--- src/rtl/hazard_ctrl_if.sv ---
// Hazard controller bundle: stage contents and dmem handshake in,
// pipeline enables, flush/bubble controls and perf counters out.
interface hazard_ctrl_if #(
    parameter int CNT_W = 32
);
    logic [4:0]       rs1_id;
    logic [4:0]       rs2_id;
    logic             uses_rs1;
    logic             uses_rs2;
    logic             memread_ex;
    logic [4:0]       rd_ex;
    logic             branch_ex;
    logic             mem_req;
    logic             dmem_ready;

    logic             pc_write;
    logic             if_id_write;
    logic             flush_if_id;
    logic             load_hazard;
    logic             branch_taken;
    logic             pipe_hold;
    logic             mem_timeout;
    logic [CNT_W-1:0] stall_cycles;
    logic [CNT_W-1:0] flush_count;

    modport master (
        output rs1_id, rs2_id, uses_rs1, uses_rs2,
        output memread_ex, rd_ex, branch_ex,
        output mem_req, dmem_ready,
        input  pc_write, if_id_write, flush_if_id,
        input  load_hazard, branch_taken, pipe_hold,
        input  mem_timeout, stall_cycles, flush_count
    );

    modport slave (
        input  rs1_id, rs2_id, uses_rs1, uses_rs2,
        input  memread_ex, rd_ex, branch_ex,
        input  mem_req, dmem_ready,
        output pc_write, if_id_write, flush_if_id,
        output load_hazard, branch_taken, pipe_hold,
        output mem_timeout, stall_cycles, flush_count
    );
endinterface

--- src/rtl/hazard_ctrl.sv ---
// Hazard/stall controller: load-use bubbles, branch flushes, dmem wait
// freeze with sticky timeout, and saturating stall/flush counters.
module hazard_ctrl #(
    parameter int TIMEOUT = 16,
    parameter int CNT_W   = 32
) (
    input logic         clk,
    input logic         rst,
    hazard_ctrl_if.slave bus
);

    typedef enum logic [1:0] {
        RUN,
        HOLD,
        ERR
    } state_t;

    localparam int WC_W = $clog2(TIMEOUT);
    localparam logic [WC_W-1:0] WC_LAST = WC_W'(TIMEOUT - 1);

    state_t           state;
    state_t           state_nxt;
    logic [WC_W-1:0]  wcnt;
    logic [WC_W-1:0]  wcnt_nxt;

    logic             rs1_hit;
    logic             rs2_hit;
    logic             lu;
    logic             mem_wait;
    logic             hold;

    logic             pc_write;
    logic             if_id_write;
    logic             flush_if_id;
    logic             load_hazard;
    logic             branch_taken;
    logic             pipe_hold;

    logic [CNT_W-1:0] stall_cnt;
    logic [CNT_W-1:0] flush_cnt;

    assign rs1_hit  = bus.uses_rs1 && (bus.rs1_id == bus.rd_ex);
    assign rs2_hit  = bus.uses_rs2 && (bus.rs2_id == bus.rd_ex);
    assign lu       = bus.memread_ex && (bus.rd_ex != 5'd0)
                      && (rs1_hit || rs2_hit);
    assign mem_wait = bus.mem_req && !bus.dmem_ready;
    assign hold     = mem_wait || (state == ERR);

    always_ff @(posedge clk) begin
        if (rst) begin
            state <= RUN;
            wcnt  <= '0;
        end else begin
            state <= state_nxt;
            wcnt  <= wcnt_nxt;
        end
    end

    // Dropping the wait (ready or request withdrawn) is checked before the
    // timeout compare so a completion on the last allowed cycle still wins.
    always_comb begin
        state_nxt = state;
        wcnt_nxt  = wcnt;
        unique case (state)
            RUN: begin
                if (mem_wait) begin
                    state_nxt = HOLD;
                    wcnt_nxt  = '0;
                end
            end
            HOLD: begin
                if (!mem_wait) begin
                    state_nxt = RUN;
                end else if (wcnt == WC_LAST) begin
                    state_nxt = ERR;
                end else begin
                    wcnt_nxt = wcnt + 1'b1;
                end
            end
            ERR: begin
                state_nxt = ERR;
            end
            default: begin
                state_nxt = RUN;
                wcnt_nxt  = '0;
            end
        endcase
    end

    // A branch seen during a freeze is simply not acted on yet; EX still
    // holds it, so it is taken in the first unfrozen cycle.
    always_comb begin
        pc_write     = 1'b0;
        if_id_write  = 1'b0;
        flush_if_id  = 1'b0;
        load_hazard  = 1'b0;
        branch_taken = 1'b0;
        pipe_hold    = 1'b0;
        if (rst) begin
            pc_write = 1'b0;
        end else if (hold) begin
            pipe_hold = 1'b1;
        end else if (bus.branch_ex) begin
            branch_taken = 1'b1;
            flush_if_id  = 1'b1;
            pc_write     = 1'b1;
            if_id_write  = 1'b1;
        end else if (lu) begin
            load_hazard = 1'b1;
        end else begin
            pc_write    = 1'b1;
            if_id_write = 1'b1;
        end
    end

    always_ff @(posedge clk) begin
        if (rst) begin
            stall_cnt <= '0;
            flush_cnt <= '0;
        end else begin
            if ((pipe_hold || load_hazard) && !(&stall_cnt)) begin
                stall_cnt <= stall_cnt + 1'b1;
            end
            if (branch_taken && !(&flush_cnt)) begin
                flush_cnt <= flush_cnt + 1'b1;
            end
        end
    end

    assign bus.pc_write     = pc_write;
    assign bus.if_id_write  = if_id_write;
    assign bus.flush_if_id  = flush_if_id;
    assign bus.load_hazard  = load_hazard;
    assign bus.branch_taken = branch_taken;
    assign bus.pipe_hold    = pipe_hold;
    assign bus.mem_timeout  = !rst && (state == ERR);
    assign bus.stall_cycles = stall_cnt;
    assign bus.flush_count  = flush_cnt;

endmodule

--- src/flat_wrapper.sv ---
// flat-port wrapper written by rule: the top's interface ports become plain ports
module hazard_ctrl_flat 
#(
    parameter int TIMEOUT = 16,
    parameter int CNT_W   = 32
)
  (clk, rst, bus_rs1_id, bus_rs2_id, bus_uses_rs1, bus_uses_rs2, bus_memread_ex, bus_rd_ex, bus_branch_ex, bus_mem_req, bus_dmem_ready, bus_pc_write, bus_if_id_write, bus_flush_if_id, bus_load_hazard, bus_branch_taken, bus_pipe_hold, bus_mem_timeout, bus_stall_cycles, bus_flush_count);
  hazard_ctrl_if #(.CNT_W(CNT_W)) bus_i ();
  input logic clk;
  input logic rst;
  input wire logic [$bits(bus_i.rs1_id)-1:0] bus_rs1_id;
  input wire logic [$bits(bus_i.rs2_id)-1:0] bus_rs2_id;
  input wire logic [$bits(bus_i.uses_rs1)-1:0] bus_uses_rs1;
  input wire logic [$bits(bus_i.uses_rs2)-1:0] bus_uses_rs2;
  input wire logic [$bits(bus_i.memread_ex)-1:0] bus_memread_ex;
  input wire logic [$bits(bus_i.rd_ex)-1:0] bus_rd_ex;
  input wire logic [$bits(bus_i.branch_ex)-1:0] bus_branch_ex;
  input wire logic [$bits(bus_i.mem_req)-1:0] bus_mem_req;
  input wire logic [$bits(bus_i.dmem_ready)-1:0] bus_dmem_ready;
  output wire logic [$bits(bus_i.pc_write)-1:0] bus_pc_write;
  output wire logic [$bits(bus_i.if_id_write)-1:0] bus_if_id_write;
  output wire logic [$bits(bus_i.flush_if_id)-1:0] bus_flush_if_id;
  output wire logic [$bits(bus_i.load_hazard)-1:0] bus_load_hazard;
  output wire logic [$bits(bus_i.branch_taken)-1:0] bus_branch_taken;
  output wire logic [$bits(bus_i.pipe_hold)-1:0] bus_pipe_hold;
  output wire logic [$bits(bus_i.mem_timeout)-1:0] bus_mem_timeout;
  output wire logic [$bits(bus_i.stall_cycles)-1:0] bus_stall_cycles;
  output wire logic [$bits(bus_i.flush_count)-1:0] bus_flush_count;
  assign bus_i.rs1_id = bus_rs1_id;
  assign bus_i.rs2_id = bus_rs2_id;
  assign bus_i.uses_rs1 = bus_uses_rs1;
  assign bus_i.uses_rs2 = bus_uses_rs2;
  assign bus_i.memread_ex = bus_memread_ex;
  assign bus_i.rd_ex = bus_rd_ex;
  assign bus_i.branch_ex = bus_branch_ex;
  assign bus_i.mem_req = bus_mem_req;
  assign bus_i.dmem_ready = bus_dmem_ready;
  assign bus_pc_write = bus_i.pc_write;
  assign bus_if_id_write = bus_i.if_id_write;
  assign bus_flush_if_id = bus_i.flush_if_id;
  assign bus_load_hazard = bus_i.load_hazard;
  assign bus_branch_taken = bus_i.branch_taken;
  assign bus_pipe_hold = bus_i.pipe_hold;
  assign bus_mem_timeout = bus_i.mem_timeout;
  assign bus_stall_cycles = bus_i.stall_cycles;
  assign bus_flush_count = bus_i.flush_count;
  hazard_ctrl #(.TIMEOUT(TIMEOUT), .CNT_W(CNT_W)) u_core (.clk(clk), .rst(rst), .bus(bus_i));
endmodule
--- config.mk ---
export PLATFORM = sky130hd
export DESIGN_NAME = hazard_ctrl_flat
export DESIGN_NICKNAME = d
export VERILOG_FILES = /design/src/rtl/hazard_ctrl_if.sv /design/src/rtl/hazard_ctrl.sv /design/src/flat_wrapper.sv
export SDC_FILE = /design/constraint.sdc
export NUM_CORES = 1
export LEC_CHECK = 0
export CAP_MARGIN = 10
export CORE_MARGIN = 2
export CORE_UTILIZATION = 44
export CTS_CLUSTER_DIAMETER = 30
export DETAILED_ROUTE_END_ITERATION = 7
export HOLD_SLACK_MARGIN = 0.06
export PLACE_DENSITY = 0.77
export SLEW_MARGIN = 10
export SYNTH_ARGS = -nofsm -noshare
export SYNTH_HDL_FRONTEND = slang
export SYNTH_SLANG_ARGS = --single-unit
--- constraint.sdc ---
create_clock -name clk -period 2.3 [get_ports clk]
set_input_delay 0.345 -clock clk [delete_from_list [all_inputs] [get_ports clk]]
set_output_delay 0.345 -clock clk [all_outputs]
set_load 0.02 [all_outputs]
==> impl_results.md <==
* Die Height at 94.3 um
* Area leader, netlist: dfxtp_1
* Seq pwr share at 48.3%
* Htree depth at 3
* Cell leakage power at 1.92 nW
* R2R Path Start: u_core.bus.stall_cycles[12]
* Post-Syn Area at 0.00359 mm2
* CP bufs+invs at 2
* Via count at 3688
* Sw frac at 22.4%
* Grt ovf at 0
* # diodes at 0
* Drt total wl at 9.86 mm
* Main flop type after synthesis: dfxtp_1
* WL/cell at 14.7 um
* CP peak stage delay at 0.61 ns
* Final setup fails at 0
* Fillers at 627
* Actual slew at the worst max-slew pin at 0.591 ns
* Most common cell in the synthesized netlist: dfxtp_1
* First-pass GRT wire length at 16.0 mm
* Detailed-placement wirelength estimate at 7.12 mm
* Multi-input logic area at 0.00214 mm2
* Post-route insts no fill at 670
* Initial DRC count at 171
* Sequential cell area at 0.00141 mm2
* Crit path DAT at 1.86 ns
* Post-synthesis mux area share at 1.19%
* Num CTS Buffers at 9
* Clock Tree Buf Depth at 2
* Critical path's slowest cell: clkdlybuf4s50_1
* Clock Power Share at 43.9%
* Critical Path Source: u_core.state[1]
* Final Hold Vio Count at 0
* TritonCTS clock tree: built
* Max Transition Viols Final at 0
* Cell Rows at 32
* DIE AREA at 0.00889 mm2
* Peak VDD IR at 0.000301 V
* DRC at 0
* Setup crit end kind: primary output
* Max Cap Violations at 0
* Pwr Total at 2.52 mW
* Async SR Flop Fraction at 0%
* Delay-heaviest family, CP: buffers and inverters
* Run status: complete, no violations
* Final worst setup slack at 0.0929 ns
* # hold bufs at CTS at 0
* Seq/Total Area, Yosys at 39.1%
* Post-Syn Instances at 425
* Initial antenna violation count at 0
* Port Buffers at 93
* Post-synthesis register bit count at 70
* Layout cell share with drive strength beyond 1 at 17.8%
* Clk_skew at 0.00412 ns
* Slew margin rel. at 60.6%
* DR pass1 iterations at 4
* Hold Crit Class: in -> reg
* Number of global-route vias before repair at 3489
* Root buf cell: clkbuf_8
* Number of synthesized flops with an enable pin at 0
* Routed vias/inst at 5.50
* Ys Warns at 0
* Simple-gate portion of the synthesized area at 32.2%
* Worst Path Class, Setup: reg -> out
* Most frequent cells after synthesis: dfxtp_1, nor2_1, xor2_1
* Starting Density at 45.9%
* Area delta synth->final at 45.9%
* Synth top area share at 39.1%
* Nets@finish at 589
* Max FO, Critical Path at 6
* Fmax at 0.453 GHz
* All-Layer GR Usage at 22.6%
* Combinational family with the most area after synthesis: simple AND/OR/NAND/NOR gates
* CTS Sinks at 70
* Setup TNS at 0 ns
* Sw power at 564 uW
* Post-route ant nets at 0
* Core area at 0.00781 mm2
* Compound-Gate Fraction of Synth Area at 11.7%
* Min-delay src: rst
* Required @ worst endpoint at 1.96 ns
* Synth unique cells at 50
* Clock transition at path regs at 0.07 ns
* Startpoint types: register
* Min Hold Slack at 0.406 ns
* I/O pins at 94
* Clock Latency Late Sink at 0.35 ns
* Synth Area in XOR/XNOR at 11.2%
* Syn Nets at 451
* Critical-path cell list: nand2b_1, a21o_1, inv_1, clkdlybuf4s50_1
* Synth area leaders: dfxtp_1, xor2_1, nor2_1
* Syn avg cell area at 8.44 um2
* Minimum clock period at 2.21 ns
* Placed cells at 651
* Final Cell Area at 0.00523 mm2
* Power density cells at 481 mW/mm2
* Gate power share at 7.8%
* Pin count of the biggest net entering global routing at 58
* Place WS at -0.503 ns
* Synth Area in Adders at 1.05%
* Final core utilization at 67.0%
* Crit share post-route at 96.0%
* Internal Pwr Total at 1.95 mW
* Dpl cell area at 0.00490 mm2
* Die width at 94.3 um
* Gpl congestion at 0.897
## layout by cell type, fill, tap and decap left out, types with 8 or more instances in the layout
master and n:
a21oi_1 26, and4_1 8, buf_4 48, clkbuf_8 10, clkdlybuf4s50_1 82, dfxtp_1 66
inv_1 8, nand2_1 29, nand3_1 31, nand4_1 23, nor2_1 55, o21ai_0 11
o31ai_1 13, or4_1 12, xnor2_1 9, xor2_1 32
## kinds of logic (layout without fill, tap and decap cells)
kind of cell	Yosys count	in the layout
buffers and inverters	25	168
adders and majority gates	3	3
AOI/OAI and AO/OA	68	68
muxes	4	4
and+or+nand+nor	209	209
xor gates and xnor gates	46	46
DFF	70	70
## layout make-up
type / instances / share of cell area, %
clock inverter: 3 / 1.29
timing repair buffer: 144 / 25.0
tap: 102 / 2.44
sequential: 70 / 26.9
multi-input combinational: 330 / 41.0
clock buffer: 13 / 2.84
inverter: 8 / 0.574
## final timing paths
kind                                      end  slack [ns]  cells past startpoint
hold reg to reg    u_core.bus.stall_cycles[3]        0.50                      1
setup / recovery                bus_pipe_hold        0.09                      4
hold / removal                u_core.state[1]        0.41                      3
setup reg to reg  u_core.bus.stall_cycles[20]        0.12                      7
## power groups by stage
stage          sequential (mW)  combinational (mW)  clock (mW)
6_report                  1.22               0.196        1.10
5_1_grt                   1.22               0.210        1.17
4_1_cts                   1.22               0.182        1.12
3_5_place_dp              1.25               0.183           0
3_3_place_gp              1.25               0.179           0
2_1_floorplan             1.25              0.0824           0
## tightest hold or removal path: stages
cell     delay [ns]
buf_2          0.13
buf_4          0.19
a21oi_1        0.05
## layer usage
metal  track usage (%)  vias up  share of wire (%)
li1                  -     1831                  -
met1              26.9     1740                 43
met2              39.0      100                 50
met3              6.98       17                5.7
met4              6.88        0                1.8
met5                 0        -                  0
## flip-flops by register name (all words and copies together), names as in the netlist
register and cells:
u_core.wcnt 4, u_core.bus.stall_cycles 32, u_core.state 2, u_core.bus.flush_count 32
## what timing repair did
action / in CTS / in global routing
pin swaps: 2 / 7
gates cloned: 0 / 1
setup endpoints to repair: 14 / 28
hold endpoints to repair: 0 / 0
resized for setup: 17 / 22
setup buffers: 0 / 2
Note: power is estimated with default switching activity, not from simulation.
